[src/rtl/div_bus_master_pkg.sv]
// ---------------------------------------------------------------------------
// div_bus_master_pkg
// Purpose : shared constants for the divider peripheral bus initiator.
//           Holds the peripheral register map, the initiator FSM state
//           encodings and a small helper that classifies states.
// Contents: REG_* register addresses, S_* state codes, inTimedPhase().
// ---------------------------------------------------------------------------
package div_bus_master_pkg;

    // Divider peripheral register map (byte addresses on the cs/addr bus)
    localparam int unsigned REG_A      = 'h04;
    localparam int unsigned REG_B      = 'h08;
    localparam int unsigned REG_INIT   = 'h0C;
    localparam int unsigned REG_RESULT = 'h10;
    localparam int unsigned REG_DONE   = 'h14;

    // Initiator FSM state encodings
    localparam logic [3:0] S_IDLE  = 4'd0;
    localparam logic [3:0] S_WR_A  = 4'd1;
    localparam logic [3:0] S_WR_B  = 4'd2;
    localparam logic [3:0] S_INIT1 = 4'd3;
    localparam logic [3:0] S_INIT0 = 4'd4;
    localparam logic [3:0] S_GAP   = 4'd5;
    localparam logic [3:0] S_DREQ  = 4'd6;
    localparam logic [3:0] S_DCAP  = 4'd7;
    localparam logic [3:0] S_RREQ  = 4'd8;
    localparam logic [3:0] S_RCAP  = 4'd9;
    localparam logic [3:0] S_FIN   = 4'd10;

    // True for the states between the init pulse and the end of the
    // operation, i.e. the window in which the timeout counter runs.
    function automatic logic inTimedPhase(input logic [3:0] state);
        return (state == S_GAP)  || (state == S_DREQ) || (state == S_DCAP) ||
               (state == S_RREQ) || (state == S_RCAP);
    endfunction

endpackage

[src/rtl/div_bus_master.sv]
// ---------------------------------------------------------------------------
// div_bus_master
// Purpose : bus initiator for the memory-mapped divider peripheral. On an
//           accepted host start it writes A and B, pulses INIT, polls DONE
//           and reads RESULT, presenting a simple start/busy/done interface.
// Ports   :
//   clk, rst           clock, synchronous active-high reset
//   start, op_a, op_b  host request and operands (sampled in IDLE only)
//   busy, done         operation in flight / one-cycle completion pulse
//   result             RESULT register value, held until next accepted start
//   err_timeout        set with done when the peripheral never reported done
//   cs, addr, rd, wr   peripheral bus controls (all registered)
//   bus_wdata          write data to the peripheral
//   bus_rdata          peripheral read data (one-cycle read latency)
// ---------------------------------------------------------------------------
module div_bus_master
    import div_bus_master_pkg::*;
#(
    parameter int DATA_W    = 16,
    parameter int ADDR_W    = 5,
    parameter int START_GAP = 2,
    parameter int TIMEOUT   = 1024
) (
    input  logic              clk,
    input  logic              rst,
    input  logic              start,
    input  logic [DATA_W-1:0] op_a,
    input  logic [DATA_W-1:0] op_b,
    output logic              busy,
    output logic              done,
    output logic [DATA_W-1:0] result,
    output logic              err_timeout,
    output logic              cs,
    output logic [ADDR_W-1:0] addr,
    output logic              rd,
    output logic              wr,
    output logic [DATA_W-1:0] bus_wdata,
    input  logic [DATA_W-1:0] bus_rdata
);

    localparam int TW = $clog2(TIMEOUT + 1);
    localparam int GW = (START_GAP > 1) ? $clog2(START_GAP) : 1;

    logic [3:0]        r_state;
    logic [DATA_W-1:0] r_opB;
    logic [GW-1:0]     r_gapCnt;
    logic [TW-1:0]     r_timeCnt;
    logic              r_busy;
    logic              r_done;
    logic [DATA_W-1:0] r_result;
    logic              r_err;
    logic              r_cs;
    logic              r_rd;
    logic              r_wr;
    logic [ADDR_W-1:0] r_addr;
    logic [DATA_W-1:0] r_wdata;
    logic              w_timedOut;

    assign w_timedOut = (r_timeCnt >= TW'(TIMEOUT));

    // Main sequencer. Bus outputs are registered: whenever the FSM moves
    // into a bus state, the strobes/address/data for that state are loaded
    // on the same edge so they are visible for exactly that state's cycle.
    // Strobes and done default low each cycle and are only raised on entry
    // to a state that drives them.
    always_ff @(posedge clk) begin
        if (rst) begin
            r_state  <= S_IDLE;
            r_opB    <= '0;
            r_gapCnt <= '0;
            r_busy   <= 1'b0;
            r_done   <= 1'b0;
            r_result <= '0;
            r_err    <= 1'b0;
            r_cs     <= 1'b0;
            r_rd     <= 1'b0;
            r_wr     <= 1'b0;
            r_addr   <= '0;
            r_wdata  <= '0;
        end else begin
            r_cs   <= 1'b0;
            r_rd   <= 1'b0;
            r_wr   <= 1'b0;
            r_done <= 1'b0;
            case (r_state)
                S_IDLE: begin
                    if (start) begin
                        r_opB   <= op_b;
                        r_err   <= 1'b0;
                        r_busy  <= 1'b1;
                        r_state <= S_WR_A;
                        r_cs    <= 1'b1;
                        r_wr    <= 1'b1;
                        r_addr  <= ADDR_W'(REG_A);
                        r_wdata <= op_a;
                    end
                end
                S_WR_A: begin
                    r_state <= S_WR_B;
                    r_cs    <= 1'b1;
                    r_wr    <= 1'b1;
                    r_addr  <= ADDR_W'(REG_B);
                    r_wdata <= r_opB;
                end
                S_WR_B: begin
                    r_state <= S_INIT1;
                    r_cs    <= 1'b1;
                    r_wr    <= 1'b1;
                    r_addr  <= ADDR_W'(REG_INIT);
                    r_wdata <= DATA_W'(1);
                end
                S_INIT1: begin
                    r_state <= S_INIT0;
                    r_cs    <= 1'b1;
                    r_wr    <= 1'b1;
                    r_addr  <= ADDR_W'(REG_INIT);
                    r_wdata <= '0;
                end
                S_INIT0: begin
                    // The gap hides a stale DONE left over from the previous
                    // operation; a zero-length gap goes straight to polling.
                    if (START_GAP == 0) begin
                        r_state <= S_DREQ;
                        r_cs    <= 1'b1;
                        r_rd    <= 1'b1;
                        r_addr  <= ADDR_W'(REG_DONE);
                    end else begin
                        r_state  <= S_GAP;
                        r_gapCnt <= '0;
                    end
                end
                S_GAP: begin
                    if (r_gapCnt == GW'(START_GAP - 1)) begin
                        r_state <= S_DREQ;
                        r_cs    <= 1'b1;
                        r_rd    <= 1'b1;
                        r_addr  <= ADDR_W'(REG_DONE);
                    end else begin
                        r_gapCnt <= r_gapCnt + GW'(1);
                    end
                end
                S_DREQ: begin
                    r_state <= S_DCAP;
                end
                S_DCAP: begin
                    if (bus_rdata[0]) begin
                        r_state <= S_RREQ;
                        r_cs    <= 1'b1;
                        r_rd    <= 1'b1;
                        r_addr  <= ADDR_W'(REG_RESULT);
                    end else if (w_timedOut) begin
                        r_state  <= S_FIN;
                        r_done   <= 1'b1;
                        r_err    <= 1'b1;
                        r_result <= '0;
                    end else begin
                        r_state <= S_DREQ;
                        r_cs    <= 1'b1;
                        r_rd    <= 1'b1;
                        r_addr  <= ADDR_W'(REG_DONE);
                    end
                end
                S_RREQ: begin
                    r_state <= S_RCAP;
                end
                S_RCAP: begin
                    r_result <= bus_rdata;
                    r_state  <= S_FIN;
                    r_done   <= 1'b1;
                end
                S_FIN: begin
                    r_state <= S_IDLE;
                    r_busy  <= 1'b0;
                end
                default: begin
                    r_state <= S_IDLE;
                    r_busy  <= 1'b0;
                end
            endcase
        end
    end

    // Timeout counter: zeroed while the init pulse falls, then counts every
    // cycle of the gap/poll/read phase, saturating so it can never wrap
    // back below the limit.
    always_ff @(posedge clk) begin
        if (rst) begin
            r_timeCnt <= '0;
        end else if (r_state == S_INIT0) begin
            r_timeCnt <= '0;
        end else if (inTimedPhase(r_state) && !w_timedOut) begin
            r_timeCnt <= r_timeCnt + TW'(1);
        end
    end

    assign busy        = r_busy;
    assign done        = r_done;
    assign result      = r_result;
    assign err_timeout = r_err;
    assign cs          = r_cs;
    assign rd          = r_rd;
    assign wr          = r_wr;
    assign addr        = r_addr;
    assign bus_wdata   = r_wdata;

endmodule

[config.mk]
export PLATFORM = sky130hd
export DESIGN_NAME = div_bus_master
export DESIGN_NICKNAME = d
export VERILOG_FILES = /design/src/rtl/div_bus_master_pkg.sv /design/src/rtl/div_bus_master.sv
export SDC_FILE = /design/constraint.sdc
export NUM_CORES = 1
export LEC_CHECK = 0
export CAP_MARGIN = 25
export CORE_ASPECT_RATIO = 0.7
export CORE_MARGIN = 2
export CORE_UTILIZATION = 25
export CTS_BUF_LIST = sky130_fd_sc_hd__clkbuf_4 sky130_fd_sc_hd__clkbuf_8 sky130_fd_sc_hd__clkbuf_16
export DETAILED_ROUTE_END_ITERATION = 12
export PLACE_DENSITY = 0.46
export SYNTH_ARGS = -nofsm -noshare
export SYNTH_HDL_FRONTEND = slang
export SYNTH_SLANG_ARGS = --single-unit
[constraint.sdc]
create_clock -name clk -period 2.6 [get_ports clk]
set_input_delay 0.52 -clock clk [delete_from_list [all_inputs] [get_ports clk]]
set_output_delay 0.52 -clock clk [all_outputs]
set_load 0.005 [all_outputs]
==> results of run 1 <==
-- stage by stage --
step	area (sq um)	total power [mW]	setup WS [ns]	hold slack, ns
after global routing	4430	3.04	0.294	0.471
final	4430	2.88	0.489	0.454
after CTS	4430	2.93	0.503	0.455
after detailed placement	4140	1.74	0.237	0.444
after floorplan	3100	1.50	1.11	0.436
after global placement	4140	1.74	0.271	0.442
-- layer usage --
layer / global-route usage [%] / vias up
met5: 0 / -
met4: 3.89 / 0
met3: 4.25 / 7
met2: 19.3 / 63
met1: 18.8 / 1323
li1: - / 1425
-- cell usage in the layout (no fill, tap or decap), types with 2 or more instances in the layout --
cell type and instances:
clkbuf_8 2, nand2_1 59, nor3b_1 2, clkdlybuf4s50_1 90
nor2_1 10, mux2i_1 16, ha_1 2, nor2b_1 5
clkbuf_4 2, a21oi_1 51, o31ai_1 8, nand2b_1 5
clkinv_2 3, inv_1 5, o21ai_1 4, or3_1 17
a22o_1 15, buf_4 12, or4_1 7, clkbuf_16 9
nor2_2 2, dfxtp_1 73, and3_1 3, o21ai_0 2
nor3_1 6, conb_1 2, nand3_1 9, nor4_1 2
-- worst max-delay path, stage by stage (launching register included) --
cell and delay (ns):
dfxtp_1 0.80, nor2b_1 0.10, a32o_1 0.32, a21oi_2 0.58, a22o_1 0.23
-- logic make-up after synthesis --
kind of cell             Yosys count  synth area share (%)
AND/OR/NAND/NOR                  134                  21.9
AO/OA/AOI/OAI                     93                  19.5
flip-flops                        73                  47.3
buffers and inverters             34                  5.26
multiplexers                      16                  5.18
adder cells (fa/ha/maj)            2                 0.809
other                              1                 0.121
-- power groups by stage --
stage                     registers [mW]  logic [mW]  clock network (mW)
after floorplan                     1.24       0.258                   0
after global placement              1.25       0.494                   0
after detailed placement            1.25       0.494                   0
after CTS                           1.23       0.497                1.21
after global routing                1.23       0.545                1.26
final                               1.23       0.489                1.17
-- cell type report --
cell class,count,share of cell area (%)
clock buffer,13,6.05
timing repair buffer,103,22.5
multi-input combinational,247,33.2
inverter,5,0.424
tap,157,4.44
sequential,73,33.0
clock inverter,3,0.339
-- cell usage after synthesis (all sizes together) (2+ instances only) --
cell type,n
or3,17
mux2i,16
nor3,6
a22o,15
nand3,9
inv,5
nor2b,5
nor3b,2
buf,17
or4,7
and3,3
a21oi,52
nor2,13
clkbuf,12
nand2,59
nand2b,5
dfxtp,73
o31ai,8
ha,2
o21ai,6
nor4,2
-- registers in the layout, indices dropped and copies added, names as in the netlist, 3 cells and up --
name / flops
result: 16
r_timeCnt: 11
r_opB: 16
bus_wdata: 16
addr: 3
r_state: 4
-- path summary, 6_finish.rpt --
check                          startpoint                       to  depth (start not counted)
setup / recovery  r_state[3]$_SDFFE_PP0P_  result[11]$_SDFFE_PP0P_                          4
hold / removal      r_opB[2]$_SDFFE_PP0P_    r_opB[2]$_SDFFE_PP0P_                          2
setup reg to reg  r_state[3]$_SDFFE_PP0P_  result[11]$_SDFFE_PP0P_                          4
hold reg to reg     r_opB[2]$_SDFFE_PP0P_    r_opB[2]$_SDFFE_PP0P_                          2
==> reports/qor.txt, run 1 <==
Post-synth EDFFs = 0
CP max FO = 22
peak supply drop = 352 uV
Vias = 2818
synthesized cell area = 3090 sq um
CTS Sinks = 73
largest net degree at the start of global routing = 32
storage element area = 1460 sq um
total core area = 11900 sq um
Final Max Tran Viols = 0
Non-Filler Instances = 601
Hold Buf Count CTS = 0
placed cells = 585
NumNets Final = 492
diode count = 0
area of the multi-input gates = 1470 sq um
min-delay worst type = reg -> reg
gpl congestion = 0.762
number of synthesized register bits = 73
WP data arrival = 2.38 ns
part of the power in registers = 42.5%
Sw Pwr = 727 uW
Die Ht = 97.0 um
Crit Path Class = reg -> reg
critical path required time = 2.87 ns
Starting Density = 26.0%
Worst Skew = 0.00743 ns
Top FF cell, synth = dfxtp_1
fin crit share = 81.2%
Fin Setup TNS = 0 ns
pwr dens = 652 nW/um^2
maxcap violations = 0
YS warnings = 0
Finished Core Util = 37.2%
Overflow after GRT = 0
DR iter-0 viols = 214
Cell variety after synth = 46
leakage power = 1.58 nW
switching portion of total power = 25.2%
IO Count = 94
CP endpoint kind = flip-flop
ANT nets after route = 0
Internal = 2.16 mW
top layer in use = met4
Routed met2 length = 3.77 mm
first-pass GRT wire length = 13.9 mm
vias in the first global route = 2693
fraction of power consumed by combinational cells = 16.9%
TritonCTS Buffers = 9
R2R Setup Slk = 0.49 ns
met1 WL = 4.21 mm
die width = 137 um
DP HPWL = 5.95 mm
clk_lat worst skew = 0.33 ns
Mapped Avg Cell Area = 8.76 sq um
initial antenna violation count = 0
CP Launch Type = flip-flop
drt wl/cell = 14.2 um
Max clock buf depth = 2
RSZ-0062 raised after global routing = no
PortBufs = 91
top cells by area, synth = dfxtp_1 (47%), a21oi_1 (8.3%), nand2_1 (7.2%)
final hold violations = 0
die area = 13300 sq um
Yosys top cell by area = dfxtp_1
Vias/cell = 4.69
register area share after synthesis = 47.3%
Synth Instances = 353
clock-pin slew on the worst setup and hold paths = 0.06 ns
drc violations = 0
Area growth syn-to-layout = 43.2%
fillcell total = 1250
WL final = 8.51 mm
H-tree depth = 3
Worst-Margin Slew = 0.748 ns
Row Count = 33
CTS tree = yes
fmax = 0.474 GHz
post_cts resized = 0
Post-CTS Setup Inserts = 0
Synth top area share = 47.3%
GRT Total Usage = 13.3%
Slew HR = 50.1%
FFs w/ async S/R, synth = 0%
share of cells above drive strength 1 = 7.88%
clock network fraction of total power = 40.5%
Root Buffer = clkbuf_16
DR pass1 iterations = 4
status = finished clean
final setup vio count = 0
Tmin final = 2.11 ns
Detail Route met3 WL = 429 um
(Power assumes the default switching activity.)
==> run 2: changes to the inputs <==
Settings changed: PLACE_DENSITY 0.46 to 0.48.
Clock period 2.6 ns to 1.9 ns, I/O delays scaled along.
==> run 2 against run 1 <==
Effect of this change:
- final cell count increased by 2.8%
- routed wire length up 2.6%
- non-clock buffer count up 19
- sequential power grew 37%
- hold slack gained 0.0016 ns
- global-route usage rose by 0.32 points
- combinational power is 46% higher
==> reports/qor.txt, run 2 (synthesized netlist as in run 1, its figures left out) <==
GRT Total Usage = 13.6% (+0.32 points)
DP HPWL = 6.26 mm (+5.2%)
pwr dens = 857 nW/um^2 (+32%)
final setup vio count = 0 (unchanged)
part of the power in registers = 43.1% (+0.6 points)
gpl congestion = 0.777 (+2.0%)
critical path required time = 2.17 ns (-0.70 ns)
fin crit share = 93.5%
NumNets Final = 511 (+3.9%)
hold_sp = bus_wdata[7]$_SDFFE_PP0P_
final hold violations = 0 (unchanged)
Max clock buf depth = 2 (unchanged)
Sw Pwr = 968 uW (+33%)
Area growth syn-to-layout = 47.5%
leakage power = 1.66 nW (+5.5%)
dpl ws = -0.200 ns (-0.438 ns)
CP Launch Type = input pin
worst reg2reg startpoint = r_timeCnt[10]$_SDFFE_PP0P_
Worst-Margin Slew = 0.707 ns (-0.0404 ns)
Worst Skew = 0.00277 ns (-0.00465 ns)
PortBufs = 91 (unchanged)
die width = 137 um (unchanged)
Row Count = 33 (unchanged)
vias in the first global route = 2739 (+1.7%)
CP max FO = 15 (-32%)
switching portion of total power = 24.8% (-0.45 points)
die area = 13300 sq um (unchanged)
first-pass GRT wire length = 14.3 mm (+2.7%)
commonest non-fill, non-tap cell in the layout = clkdlybuf4s50_1
CTS tree = yes
Fin Setup TNS = 0 ns (unchanged)
fmax = 0.563 GHz
clk_lat worst skew = 0.33 ns (about the same)
Internal = 2.94 mW (+36%)
Vias = 2862 (+1.6%)
R2R Setup Slk = 0.16 ns (-0.33 ns)
WL final = 8.73 mm (+2.6%)
drc violations = 0 (unchanged)
hold_ws = 0.455 ns (+0.00160 ns)
fraction of power consumed by combinational cells = 18.3% (+1.4 points)
CP endpoint kind = flip-flop
TritonCTS Buffers = 9 (unchanged)
ANT nets after route = 0 (unchanged)
DR iter-0 viols = 181 (-15%)
IO Count = 94 (unchanged)
min-delay worst type = reg -> reg
diode count = 0 (unchanged)
largest net degree at the start of global routing = 31 (-3.1%)
total core area = 11900 sq um (unchanged)
commonest cells after routing, fill and taps aside = clkdlybuf4s50_1 (90), dfxtp_1 (72), nand2_1 (59)
worst setup path start = bus_rdata[0]
Root Buffer = clkbuf_16
Overflow after GRT = 0 (unchanged)
peak supply drop = 396 uV (+13%)
DR pass1 iterations = 4 (unchanged)
Tmin final = 1.78 ns
post-layout power = 3.91 mW (+36%)
Slew HR = 52.8% (+2.8 points)
Crit Path Class = in -> reg
RSZ-0062 raised after global routing = no
Final WS setup = 0.123 ns (-0.366 ns)
H-tree depth = 3 (unchanged)
Final Max Tran Viols = 0 (unchanged)
share of cells above drive strength 1 = 11.5% (+3.6 points)
drt wl/cell = 14.1 um (-0.23%)
Starting Density = 26.0% (unchanged)
clock-pin slew on the worst setup and hold paths = 0.05 ns (about the same)
CTS Sinks = 73 (unchanged)
Vias/cell = 4.63 (-1.2%)
Die Ht = 97.0 um (unchanged)
status = finished clean
maxcap violations = 0 (unchanged)
clock network fraction of total power = 38.6% (-1.9 points)
WP data arrival = 2.04 ns (-0.34 ns)
initial antenna violation count = 0 (unchanged)
## run 2: cell count changes in the layout (fill, tap and decap cells not counted), sizes merged
| cell | change |
|---|---|
| buf | +19 |
| clkinv | -2 |
## run 2: final timing paths
| path | end | cells past startpoint |
|---|---|---|
| worst max register to register | result[3]$_SDFFE_PP0P_ | 4 |
| worst min-delay path | bus_wdata[7]$_SDFFE_PP0P_ | 2 |
| worst max-delay path | result[3]$_SDFFE_PP0P_ | 5 |
| worst min register to register | bus_wdata[7]$_SDFFE_PP0P_ | 2 |
## run 2: area by class of cell
| class | count | area [sq um] |
|---|---|---|
| clock buffer | 13 | 255 |
| clock inverter | 1 | 5.00 |
| fill | 1205 | 7330 |
| inverter | 5 | 18.8 |
| multi-input combinational | 247 | 1470 |
| sequential | 73 | 1460 |
| tap | 157 | 196 |
| timing repair buffer | 122 | 1150 |
## run 2: critical path: stages
cell and delay [ns]:
clkdlybuf4s50_1 0.50, nor2b_1 0.07, a32o_1 0.29, a21oi_2 0.57
a22o_1 0.22
## run 2: layer usage
metal  track usage, %  up-vias  routed length (um)
met5                0        -                   0
met4             3.57        0                  80
met3             4.56        6                 459
met2             19.3       67                3710
met1             19.6     1328                4480
li1                 -     1461                   -
## run 2: power by group through the flow
stage,Sequential [mW],Clock [mW],Combinational [mW]
2_1_floorplan,1.70,0,0.354
3_3_place_gp,1.72,0,0.719
3_5_place_dp,1.72,0,0.719
4_1_cts,1.69,1.56,0.723
5_1_grt,1.70,1.62,0.787
6_report,1.69,1.51,0.715
## run 2: stage by stage
stage	util, %	cell area (sq um)	std cells
global route	38.4	4560	618
finish	38.4	4560	618
global placement	36.2	4300	604
detailed placement	36.2	4300	604
CTS	38.3	4560	618
floorplan	-	3100	354
## run 2: timing repair
| item | in CTS | in global routing |
|---|---|---|
| buffers inserted | 0 | 0 |
| hold buffers | 0 | 0 |
| setup endpoints to repair | 0 | 2 |
| resized for setup | 0 | 1 |
==> run 3: changes to the inputs <==
Settings changed: PLACE_DENSITY 0.48 to 0.46.
Clock period 1.9 ns to 2.2 ns, I/O delays scaled along.
==> run 3 against run 2 <==
Effect of this change:
- non-clock buffer count is 8 lower
- combinational power shrank 16%
- register-to-register slack better by 0.25 ns
- sequential share of layout area about the same
- count of clock-buffer cells in the layout fell by 3
- global-route usage is 0.16 points higher
- critical endpoint is now result[5]$_SDFFE_PP0P_
- largest power group is now clock
==> reports/qor.txt, run 3 (synthesized netlist as in run 1, its figures left out) <==
status = finished clean
DP HPWL = 6.30 mm (+0.65%)
Max stage delay on crit path = 0.56 ns (about the same)
Root Buffer = clkbuf_16
GRT Total Usage = 13.8% (+0.16 points)
Worst Hold Endpoint = bus_wdata[12]$_SDFFE_PP0P_
Max clock buf depth = 2 (unchanged)
first-pass GRT wire length = 14.5 mm (+1.2%)
IO Count = 94 (unchanged)
Fin Setup TNS = 0 ns (unchanged)
Die Ht = 97.0 um (unchanged)
TritonCTS Buffers = 9 (unchanged)
Worst-Margin Slew = 0.703 ns (-0.00397 ns)
ANT nets after route = 0 (unchanged)
drc violations = 0 (unchanged)
pwr dens = 797 nW/um^2 (-7.0%)
Critical-path top delay cell = a21oi_2
fillcell total = 1192 (-1.1%)
WL final = 8.71 mm (-0.21%)
commonest non-fill, non-tap cell in the layout = clkdlybuf4s50_1
vias in the first global route = 2766 (+0.99%)
CTS Sinks = 73 (unchanged)
share of cells above drive strength 1 = 10.1% (-1.4 points)
Tmin final = 1.85 ns
fmax = 0.539 GHz
post_cts resized = 0 (unchanged)
R2R cell count = 5 (+1)
FF-to-FF End = result[5]$_SDFFE_PP0P_
CP endpoint kind = flip-flop
CP max FO = 15 (unchanged)
critical path required time = 2.48 ns (+0.31 ns)
CTS tree = yes
PortBufs = 91 (unchanged)
NumNets Final = 503 (-1.6%)
Worst Skew = 0.00992 ns (+0.00714 ns)
hold_sp = bus_wdata[12]$_SDFFE_PP0P_
DR iter-0 viols = 135 (-25%)
total core area = 11900 sq um (unchanged)
Crit Path Class = in -> reg
DR pass1 iterations = 5 (+1)
CP Launch Type = input pin
maxcap violations = 0 (unchanged)
Starting Density = 26.0% (unchanged)
Finished Core Util = 38.3% (-0.074 points)
largest net degree at the start of global routing = 30 (-3.2%)
diode count = 0 (unchanged)
R2R Setup Slk = 0.41 ns (+0.25 ns)
worst reg2reg startpoint = r_state[3]$_SDFFE_PP0P_
hold_ws = 0.451 ns (-0.00449 ns)
min-delay worst type = reg -> reg
clock-pin slew on the worst setup and hold paths = 0.06 ns (about the same)
peak supply drop = 357 uV (-9.8%)
die width = 137 um (unchanged)
crit path cell chain = clkdlybuf4s50_1, nor2b_1, a32o_1, a21oi_2, a22o_1
Post-CTS Setup Inserts = 0 (unchanged)
Slew HR = 53.1% (+0.27 points)
Vias = 2804 (-2.0%)
fin crit share = 84.3%
drt wl/cell = 14.2 um (+0.77%)
Vias/cell = 4.58 (-1.1%)
Hold Buf Count CTS = 0 (unchanged)
Area growth syn-to-layout = 47.2%
final hold violations = 0 (unchanged)
Final Max Tran Viols = 0 (unchanged)
gpl congestion = 0.745 (-4.1%)
final setup vio count = 0 (unchanged)
hold depth = 2 (unchanged)
leakage power = 1.64 nW (-1.5%)
H-tree depth = 3 (unchanged)
die area = 13300 sq um (unchanged)
commonest cells after routing, fill and taps aside = clkdlybuf4s50_1 (90), dfxtp_1 (73), nand2_1 (59)
initial antenna violation count = 0 (unchanged)
WP data arrival = 2.13 ns (+0.09 ns)
RSZ-0062 raised after global routing = no
Row Count = 33 (unchanged)
clk_lat worst skew = 0.34 ns (about the same)
Overflow after GRT = 0 (unchanged)
run 3: cell types whose count changed in the layout (fill, tap and decap cells not counted), sizes merged:
cell and delta:
buf -8, bufinv +2, clkinvlp +2, clkbuf -3, clkinv +1
run 3: per-layer routing:
metal  routed length (um)  up-vias  GRT usage, %
li1                     -     1449             -
met2                 3690       67          19.2
met5                    0        -             0
met3                  421       11          3.88
met4                  130        0          4.52
met1                 4470     1277          20.3
run 3: where the power goes:
group / internal [mW] / switching [mW]
clock network: 1.01 / 0.567
logic: 0.319 / 0.279
registers: 1.40 / 0.0514
total: 2.73 / 0.898
run 3: area by class of cell:
type	instances	area (sq um)	share of cell area, %
multi-input cells	247	1470	32.3
clock buffers	10	233	5.11
clock inverters	6	92.6	2.03
flip-flops and latches	73	1460	32.1
inverters	5	18.8	0.412
well taps	157	196	4.32
repair buffers	114	1080	23.7
run 3: through the flow:
step                      setup WS (ns)  power, mW  cells  instance area (sq um)
after CTS                         0.362       3.68    612                   4550
after detailed placement         0.0149       2.08    596                   4230
after floorplan                   0.756       1.78    354                   3100
after global routing              0.254       3.79    612                   4550
after global placement           0.0227       2.08    596                   4230
final                             0.345       3.63    612                   4550
run 3: worst max-delay path by stage:
| stage | from | endpoint | cells past startpoint |
|---|---|---|---|
| 2_1_floorplan | r_timeCnt[10]$_SDFFE_PP0P_ | addr[2]$_SDFFE_PP0P_ | 5 |
| 3_3_place_gp | bus_rdata[0] | result[2]$_SDFFE_PP0P_ | 5 |
| 3_5_place_dp | bus_rdata[0] | result[10]$_SDFFE_PP0P_ | 5 |
| 4_1_cts | bus_rdata[0] | result[10]$_SDFFE_PP0P_ | 5 |
| 5_1_grt | bus_rdata[0] | result[8]$_SDFFE_PP0P_ | 5 |
| 6_report | bus_rdata[0] | result[5]$_SDFFE_PP0P_ | 5 |
run 3: worst max-delay path, delay by kind of cell:
kind	cells	cell delay (ns)
and+or+nand+nor	1	0.10
buffers and inverters	1	0.51
AOI/OAI and AO/OA	3	1.08
